### src/rtl/fila_pkg.sv
// Shared definitions for the fila_param circular-buffer FIFO.
// Contents:
//   DEFAULT_WIDTH, DEFAULT_DEPTH : default word width and entry count
//   next_ptr(ptr, depth)         : pointer increment with wrap from depth-1 to 0
package fila_pkg;

  localparam int DEFAULT_WIDTH = 8;
  localparam int DEFAULT_DEPTH = 8;

  // Explicit compare-and-wrap, so DEPTH does not have to be a power of two.
  function automatic int unsigned next_ptr(input int unsigned ptr, input int unsigned depth);
    return (ptr == depth - 1) ? 0 : ptr + 1;
  endfunction

endpackage

### src/rtl/fila_mem.sv
// DEPTH x WIDTH storage array for fila_param.
// Ports:
//   clk   : clock, rising edge
//   clr   : synchronous clear of the registered read data (has priority over re)
//   we    : write enable; waddr/wdata give the slot and word
//   re    : read enable; rdata <= mem[raddr] on the edge
//   rdata : registered read data, held between reads
// A read and a write to the same slot on one edge return the old contents.
module fila_mem #(
  parameter int WIDTH = 8,
  parameter int DEPTH = 8,
  parameter int AW    = $clog2(DEPTH)
) (
  input  logic             clk,
  input  logic             clr,
  input  logic             we,
  input  logic [AW-1:0]    waddr,
  input  logic [WIDTH-1:0] wdata,
  input  logic             re,
  input  logic [AW-1:0]    raddr,
  output logic [WIDTH-1:0] rdata
);

  logic [WIDTH-1:0] mem [DEPTH];

  always_ff @(posedge clk) begin
    if (we) begin
      mem[waddr] <= wdata;
    end
  end

  always_ff @(posedge clk) begin
    if (clr) begin
      rdata <= '0;
    end else if (re) begin
      rdata <= mem[raddr];
    end
  end

endmodule

### src/rtl/fila_param.sv
// Parametrised circular-buffer FIFO with occupancy, flags and error pulses.
// Ports:
//   clk_10KHz       : sole clock, rising edge
//   reset           : synchronous active-low reset
//   data_in         : word to enqueue
//   enqueue_in      : enqueue request (level, sampled each cycle)
//   dequeue_in      : dequeue request (level, sampled each cycle)
//   data_out        : last dequeued word, registered, held between dequeues
//   valid_out       : one-cycle pulse when data_out was updated
//   len_out         : occupancy 0..DEPTH
//   full_out        : len_out == DEPTH
//   empty_out       : len_out == 0
//   almost_full_out : len_out >= AF_LEVEL
//   overflow_out    : one-cycle pulse, an enqueue was rejected
//   underflow_out   : one-cycle pulse, a dequeue was rejected
module fila_param
  import fila_pkg::*;
#(
  parameter int WIDTH    = DEFAULT_WIDTH,
  parameter int DEPTH    = DEFAULT_DEPTH,
  parameter int AF_LEVEL = DEPTH - 2,
  parameter int CW       = $clog2(DEPTH + 1)
) (
  input  logic             clk_10KHz,
  input  logic             reset,
  input  logic [WIDTH-1:0] data_in,
  input  logic             enqueue_in,
  input  logic             dequeue_in,
  output logic [WIDTH-1:0] data_out,
  output logic             valid_out,
  output logic [CW-1:0]    len_out,
  output logic             full_out,
  output logic             empty_out,
  output logic             almost_full_out,
  output logic             overflow_out,
  output logic             underflow_out
);

  localparam int PW = $clog2(DEPTH);

  logic [PW-1:0] head;
  logic [PW-1:0] tail;
  logic [CW-1:0] count;
  logic [CW-1:0] count_nxt;
  logic          deq_ok;
  logic          enq_ok;

  // Acceptance uses the pre-edge count; a full queue still takes a write
  // when a read frees the slot on the same edge. No fall-through when empty.
  always_comb begin
    deq_ok    = dequeue_in && (count != '0);
    enq_ok    = enqueue_in && ((count != CW'(DEPTH)) || deq_ok);
    count_nxt = count;
    if (enq_ok && !deq_ok) begin
      count_nxt = count + 1'b1;
    end else if (deq_ok && !enq_ok) begin
      count_nxt = count - 1'b1;
    end
  end

  fila_mem #(
    .WIDTH (WIDTH),
    .DEPTH (DEPTH),
    .AW    (PW)
  ) u_mem (
    .clk   (clk_10KHz),
    .clr   (!reset),
    .we    (enq_ok && reset),
    .waddr (tail),
    .wdata (data_in),
    .re    (deq_ok),
    .raddr (head),
    .rdata (data_out)
  );

  // Flags are registered from count_nxt so they agree with len_out in the
  // cycle right after the operation.
  always_ff @(posedge clk_10KHz) begin
    if (!reset) begin
      head            <= '0;
      tail            <= '0;
      count           <= '0;
      valid_out       <= 1'b0;
      len_out         <= '0;
      full_out        <= 1'b0;
      empty_out       <= 1'b1;
      almost_full_out <= 1'b0;
      overflow_out    <= 1'b0;
      underflow_out   <= 1'b0;
    end else begin
      if (enq_ok) begin
        tail <= PW'(next_ptr(32'(tail), DEPTH));
      end
      if (deq_ok) begin
        head <= PW'(next_ptr(32'(head), DEPTH));
      end
      count           <= count_nxt;
      valid_out       <= deq_ok;
      len_out         <= count_nxt;
      full_out        <= (count_nxt == CW'(DEPTH));
      empty_out       <= (count_nxt == '0);
      almost_full_out <= (count_nxt >= CW'(AF_LEVEL));
      overflow_out    <= enqueue_in && !enq_ok;
      underflow_out   <= dequeue_in && !deq_ok;
    end
  end

endmodule
### config.mk
export PLATFORM = sky130hd
export DESIGN_NAME = fila_param
export DESIGN_NICKNAME = d
export VERILOG_FILES = /design/src/rtl/fila_pkg.sv /design/src/rtl/fila_mem.sv /design/src/rtl/fila_param.sv
export SDC_FILE = /design/constraint.sdc
export NUM_CORES = 1
export LEC_CHECK = 0
export CAP_MARGIN = 10
export CORE_ASPECT_RATIO = 1.25
export CORE_UTILIZATION = 45
export CTS_CLUSTER_DIAMETER = 40
export DETAILED_ROUTE_END_ITERATION = 10
export DONT_BUFFER_PORTS = 1
export PLACE_DENSITY = 0.56
export SLEW_MARGIN = 10
export SYNTH_ARGS = -nofsm -noshare
export SYNTH_HDL_FRONTEND = slang
export SYNTH_SLANG_ARGS = --single-unit
### constraint.sdc
create_clock -name clk_10KHz -period 4.3 [get_ports clk_10KHz]
set_input_delay 0.43 -clock clk_10KHz [delete_from_list [all_inputs] [get_ports clk_10KHz]]
set_output_delay 0.43 -clock clk_10KHz [all_outputs]
set_load 0.01 [all_outputs]
## Word-level counts from Yosys, hierarchy flattened

Memories as Yosys holds them, arrays and structs flattened. A register that Yosys moved wholly into a read port is not among the register bits.
Index checks and enable logic that the tools add are counted.

| storage, ports and cells | value |
|---|---|
| register bits after elaboration | 16 |
| RAM bits | 64 |
| input port bits | 12 |
| output and inout bits | 18 |
| memories | 1 |

Memory list:

| memory | words | width | rd ports | clocked after Yosys merged registers in | wr ports | RTL line | text |
|---|---|---|---|---|---|---|---|
| u_mem.mem | 8 | 8 | 1 | 1 | 1 | fila_mem.sv:24 | `logic [WIDTH-1:0] mem [DEPTH];` |

| cells by class | value |
|---|---|
| $add $sub $neg | 4 |
| order comparisons | 1 |
| eq/ne operators | 4 |
| muxes and demuxes | 6 |
| reduce and logical (&&, ||, !) cells | 13 |

Operators with widths:

| cell | number |
|---|---|
| $mux 4 | 2 |
| $logic_and 1x1->1 | 7 |
| $add 3x1->3 const B | 2 |
| $eq 3x3->1 const B | 2 |
| $mux 3 | 2 |
| $add 4x1->4 const B | 1 |
| $eq 4x4->1 const B | 1 |
| $ge 4x3->1 const B | 1 |
| $logic_not 4->1 | 1 |
| $ne 4x4->1 const B | 1 |
| $reduce_bool 4->1 | 1 |
| $sub 4x1->4 const B | 1 |
| $logic_not 1->1 | 3 |
| $mux 1 | 2 |
| $logic_or 1x1->1 | 1 |

## Longest topological paths before layout

| logic depth | value |
|---|---|
| word-level depth | 9 |
| mapped depth | 8 |

## By module

A second synthesis with hierarchy kept.

| unflattened totals | value |
|---|---|
| cell total of the unflattened synthesis | 260 |
| area, all modules | 3,666.0 sq um |

By module, submodules not included:

| module | instances | cells an instance | area each (sq um) |
|---|---|---|---|
| fila_mem | 1 | 162 | 2,812.7 |
| fila_param | 1 | 98 | 853.3 |

## Worst setup path after synthesis

Ideal clock, no wire load.

| timing | value |
|---|---|
| kind | register -> register |
| from | reg count[1] |
| to | mem u_mem.mem[0][0], enable pin |
| library setup time | 383 ps |
| arrival time | 2,175 ps |
| path slack | 1,742 ps |
| stages on the path, launching flop included | 8 |
| buffers on the path | 0 |
| cell sequence | dfxtp_1 inv_1 ha_1 nor2b_1 nand2_1 o21ai_2 or3_1 nor3_1 |

| on the way | value |
|---|---|
| word-level cells in the longest chain between the ends | 7 |

Ends and longest elaborated chain:

| item | RTL line | text |
|---|---|---|
| start: declaration | fila_param.sv:43 | `logic [CW-1:0] count;` |
| start signal: assignment | fila_param.sv:97 | `count <= count_nxt;` |
| $reduce_bool 4->1 | fila_param.sv:51 | `deq_ok = dequeue_in && (count != '0);` |
| $logic_and 1x1->1 | fila_param.sv:51 |  |
| $logic_or 1x1->1 * | fila_param.sv:52 | `enq_ok = enqueue_in && ((count != CW'(DEPTH)) \|\| deq_ok);` |
| $logic_and 1x1->1 * | fila_param.sv:52 |  |
| $logic_and 1x1->1 * | fila_param.sv:68 | `.we (enq_ok && reset),` |
| $mux 1 * | fila_mem.sv:27 | `if (we) begin` |
| $mux 1 (implied by the code) * | fila_mem.sv:28 | `mem[waddr] <= wdata;` |
| end: declaration | fila_mem.sv:24 |  |

Every way passes the cells marked *; elsewhere a longest branch is shown, timed or not.

## Worst setup path after layout

| timing | value |
|---|---|
| from | reg count[1] |
| to | mem u_mem.mem[4][3], enable pin |

The elaborated chain is that of the path after synthesis.

==> summary.txt <==
STA
  • Setup_tns: 0 ps
  • # setup viols final: 0
  • Hold Vio Cnt, Final: 0
  • Setup slack after layout: 1430 ps
  • RSZ-0062 raised after global routing: no
  • Relative slew slack: 25.7%
  • Final period utilization: 66.7%
  • Max Slew Vio Count: 0
  • Fin Hold WS: 153 ps
  • Final min period: 2870 ps
  • Max Clk Rate: 349 MHz
  • Slew @ Worst Pin: 1110 ps
  • Clk_skew: 12.8 ps

Die
  • Std cell rows: 35
  • Die Y: 101 um
  • Die extent in x: 81.5 um
  • Initial Utilization: 47.2%
  • DIE AREA: 8270 um2
  • Core area: 7530 um2
  • Num ports: 30

Routing
  • Routed Antenna Nets: 0
  • Routed WL: 6740 um
  • WL/cell: 20.7 um
  • DR DRC count: 0
  • Vias per cell: 5.80
  • DR vias: 1892
  • Iteration count of the initial detailed-routing pass: 4
  • DR iter-0 viols: 78

Logic synthesis
  • Xor/xnor share of the synthesized area: 0.492%
  • Top-count cell post-synth: edfxtp_1
  • Net count after synthesis: 244
  • Sequential fraction of the synthesis area: 67.5%
  • Post-Synth Simple-Gate Area: 8.79%
  • Post-synthesis mux area share: 12.9%
  • Largest family of logic cells by synthesized area: multiplexers
  • Warnings, synthesis: 0
  • Area leader, netlist: edfxtp_1
  • Library cells used by synthesis: 47
  • Syn avg cell area: 15.7 um2
  • Top FF cell, synth: edfxtp_1
  • Adder-cell share of the synthesized area: 2.11%
  • Cells after Synth: 226
  • Async S/R FF share, synth: 0%
  • Share of the synthesized area in the top cell type: 54.0%
  • Post-Synthesis Cell Area: 3560 um2
  • Synth Area in Compound Gates: 5.56%
  • Yosys reg bits: 88
  • Synth area leaders: edfxtp_1 (54%), dfxtp_1 (14%), mux4_2 (10%), mux2i_1 (2.8%), nor2_1 (2.3%)
  • Top cells by instance count after synthesis: edfxtp_1 (64), dfxtp_1 (24), nor2_1 (22), mux4_2 (16), nand2_1 (11)
  • Post-synth EDFFs: 64

Cells and area
  • Register Area: 2400 um2
  • Post-route cell area: 3800 um2
  • Ratio of cells with drive above 1 in the final layout: 17.5%
  • Synthesis-to-layout area growth: 6.82%
  • Multi-input combinational cell area: 1070 um2
  • Antenna diodes: 0
  • # fillers: 631
  • Nets: 247

Global route
  • GR Layer Usage met2: 31.0%
  • Met3 Track Usage GR: 3.51%
  • First-pass GRT wire length: 10400 um
  • Grt ovf: 0
  • Initial antenna violation count: 0
  • Busiest grt layer: met2
  • Number of global-route vias before repair: 1980
  • Largest net degree at the start of global routing: 20
  • Overall Global Routing Usage: 18.0%
  • GR Util met1: 20.7%

Setup path
  • Worst Path Buf+Inv: 1
  • Crit Path Max Fanout: 8
  • Slowest library cell on the worst path: nor2_1
  • Setup CP Type: register to register
  • Crit path cell chain: inv_1 -> ha_1 -> nor2b_1 -> nand2_1 -> o21ai_2 -> or3_1 -> nor2_1
  • CP Launch Type: register
  • Crit-path max cell delay: 690 ps
  • Worst Path Required: 4270 ps
  • Data arrival time of the critical path: 2840 ps
  • Worst setup EP type: register
  • Top delay family on crit path: simple AND/OR/NAND/NOR gates

Pwr
  • Cell Pwr Density: 537 nW/um2
  • VDD IR max: 0.262 mV
  • Pwr Total: 2.04 mW
  • Leak: 1.23 nW

Clock network
  • Clk buf depth: 2
  • # clock sinks: 88
  • Post-CTS Resized: 0
  • Inserted Clock Buffers: 9
  • H-tree depth: 3
  • Hold-fix buffers, CTS: 0
  • CTS tree: done
  • Post-CTS Setup Bufs: 0
  • Root Buffer: clkbuf_8
  • CTS clk-pin slew, worst paths: 90 ps
  • Worst skew pair latency: 350 ps

Placement
  • Dpl hpwl: 4560 um
  • Pre-CTS setup slack: 1230 ps
  • IO Port Bufs: 0
  • Routability Congestion: 0.753
  • Area after DPL: 3630 um2

Status
  • Status: complete, no violations

Run
  • Max Cap Violations: 0

Min path
  • Worst Hold Class: input port to register
-- per-layer routing --
layer | share of wire (%) | vias to the layer above
met5 | 0 | -
met1 | 40 | 946
met4 | 3.2 | 0
met3 | 4.2 | 16
met2 | 52 | 45
li1 | - | 885
-- layout make-up --
cell class / instances / area share (%)
clock inverters: 7 / 1.22
flip-flops and latches: 88 / 63.2
multi-input cells: 121 / 28.1
inverters: 6 / 0.592
well taps: 92 / 3.03
repair buffers: 3 / 0.592
clock buffers: 9 / 3.26
-- through the flow --
stage / utilization (%) / cells
after detailed placement: 48.1 / 310
after global routing: 50.5 / 326
final: 50.5 / 326
after CTS: 50.4 / 326
after floorplan: - / 226
after global placement: 48.1 / 310
-- logic make-up after synthesis --
| group | after synthesis |
|---|---|
| flops | 88 |
| fa+ha+maj | 6 |
| mux | 26 |
| simple gates | 59 |
| buf+inv | 17 |
| compound gates | 28 |
| xor+xnor | 2 |
-- report_power, final --
part	switching, mW	total [mW]	internal, mW
logic	0.224	0.435	0.211
clock network	0.290	0.500	0.210
registers	0.126	1.11	0.981
total	0.639	2.04	1.40
-- state kept, by name, indices dropped and copies added (netlist names), 3 cells and up --
register,flops
head,3
u_mem.mem,64
tail,3
count,4
u_mem.rdata,8
-- placed cells by master, fill, tap and decap left out, types with 2 or more instances in the layout --
cell type  Yosys  layout
clkbuf_8       0       9
clkinv_2       0       3
nor3_1         3       2
ha_1           6       6
xnor2_1        2       2
dfxtp_1       24      24
a21oi_1        6       6
inv_1          5       5
mux4_2        16      16
edfxtp_1      64      64
o21ai_1        2       2
nand2b_1       5       5
buf_4          2       3
nor2b_1        3       3
nand2_1       11      11
nor2_1        22      22
a211oi_1       8       8
or3_1          2       2
mux2i_1       10      10
-- final timing paths --
check	from	to	slack (ps)	cells past startpoint
hold / removal	reset	empty_out	150	1
setup reg to reg	count[1]	u_mem.mem[4][3]	1430	7
hold reg to reg	tail[0]	tail[0]	510	2
setup / recovery	count[1]	u_mem.mem[4][3]	1430	7
Power figures use the tool's default switching activity.
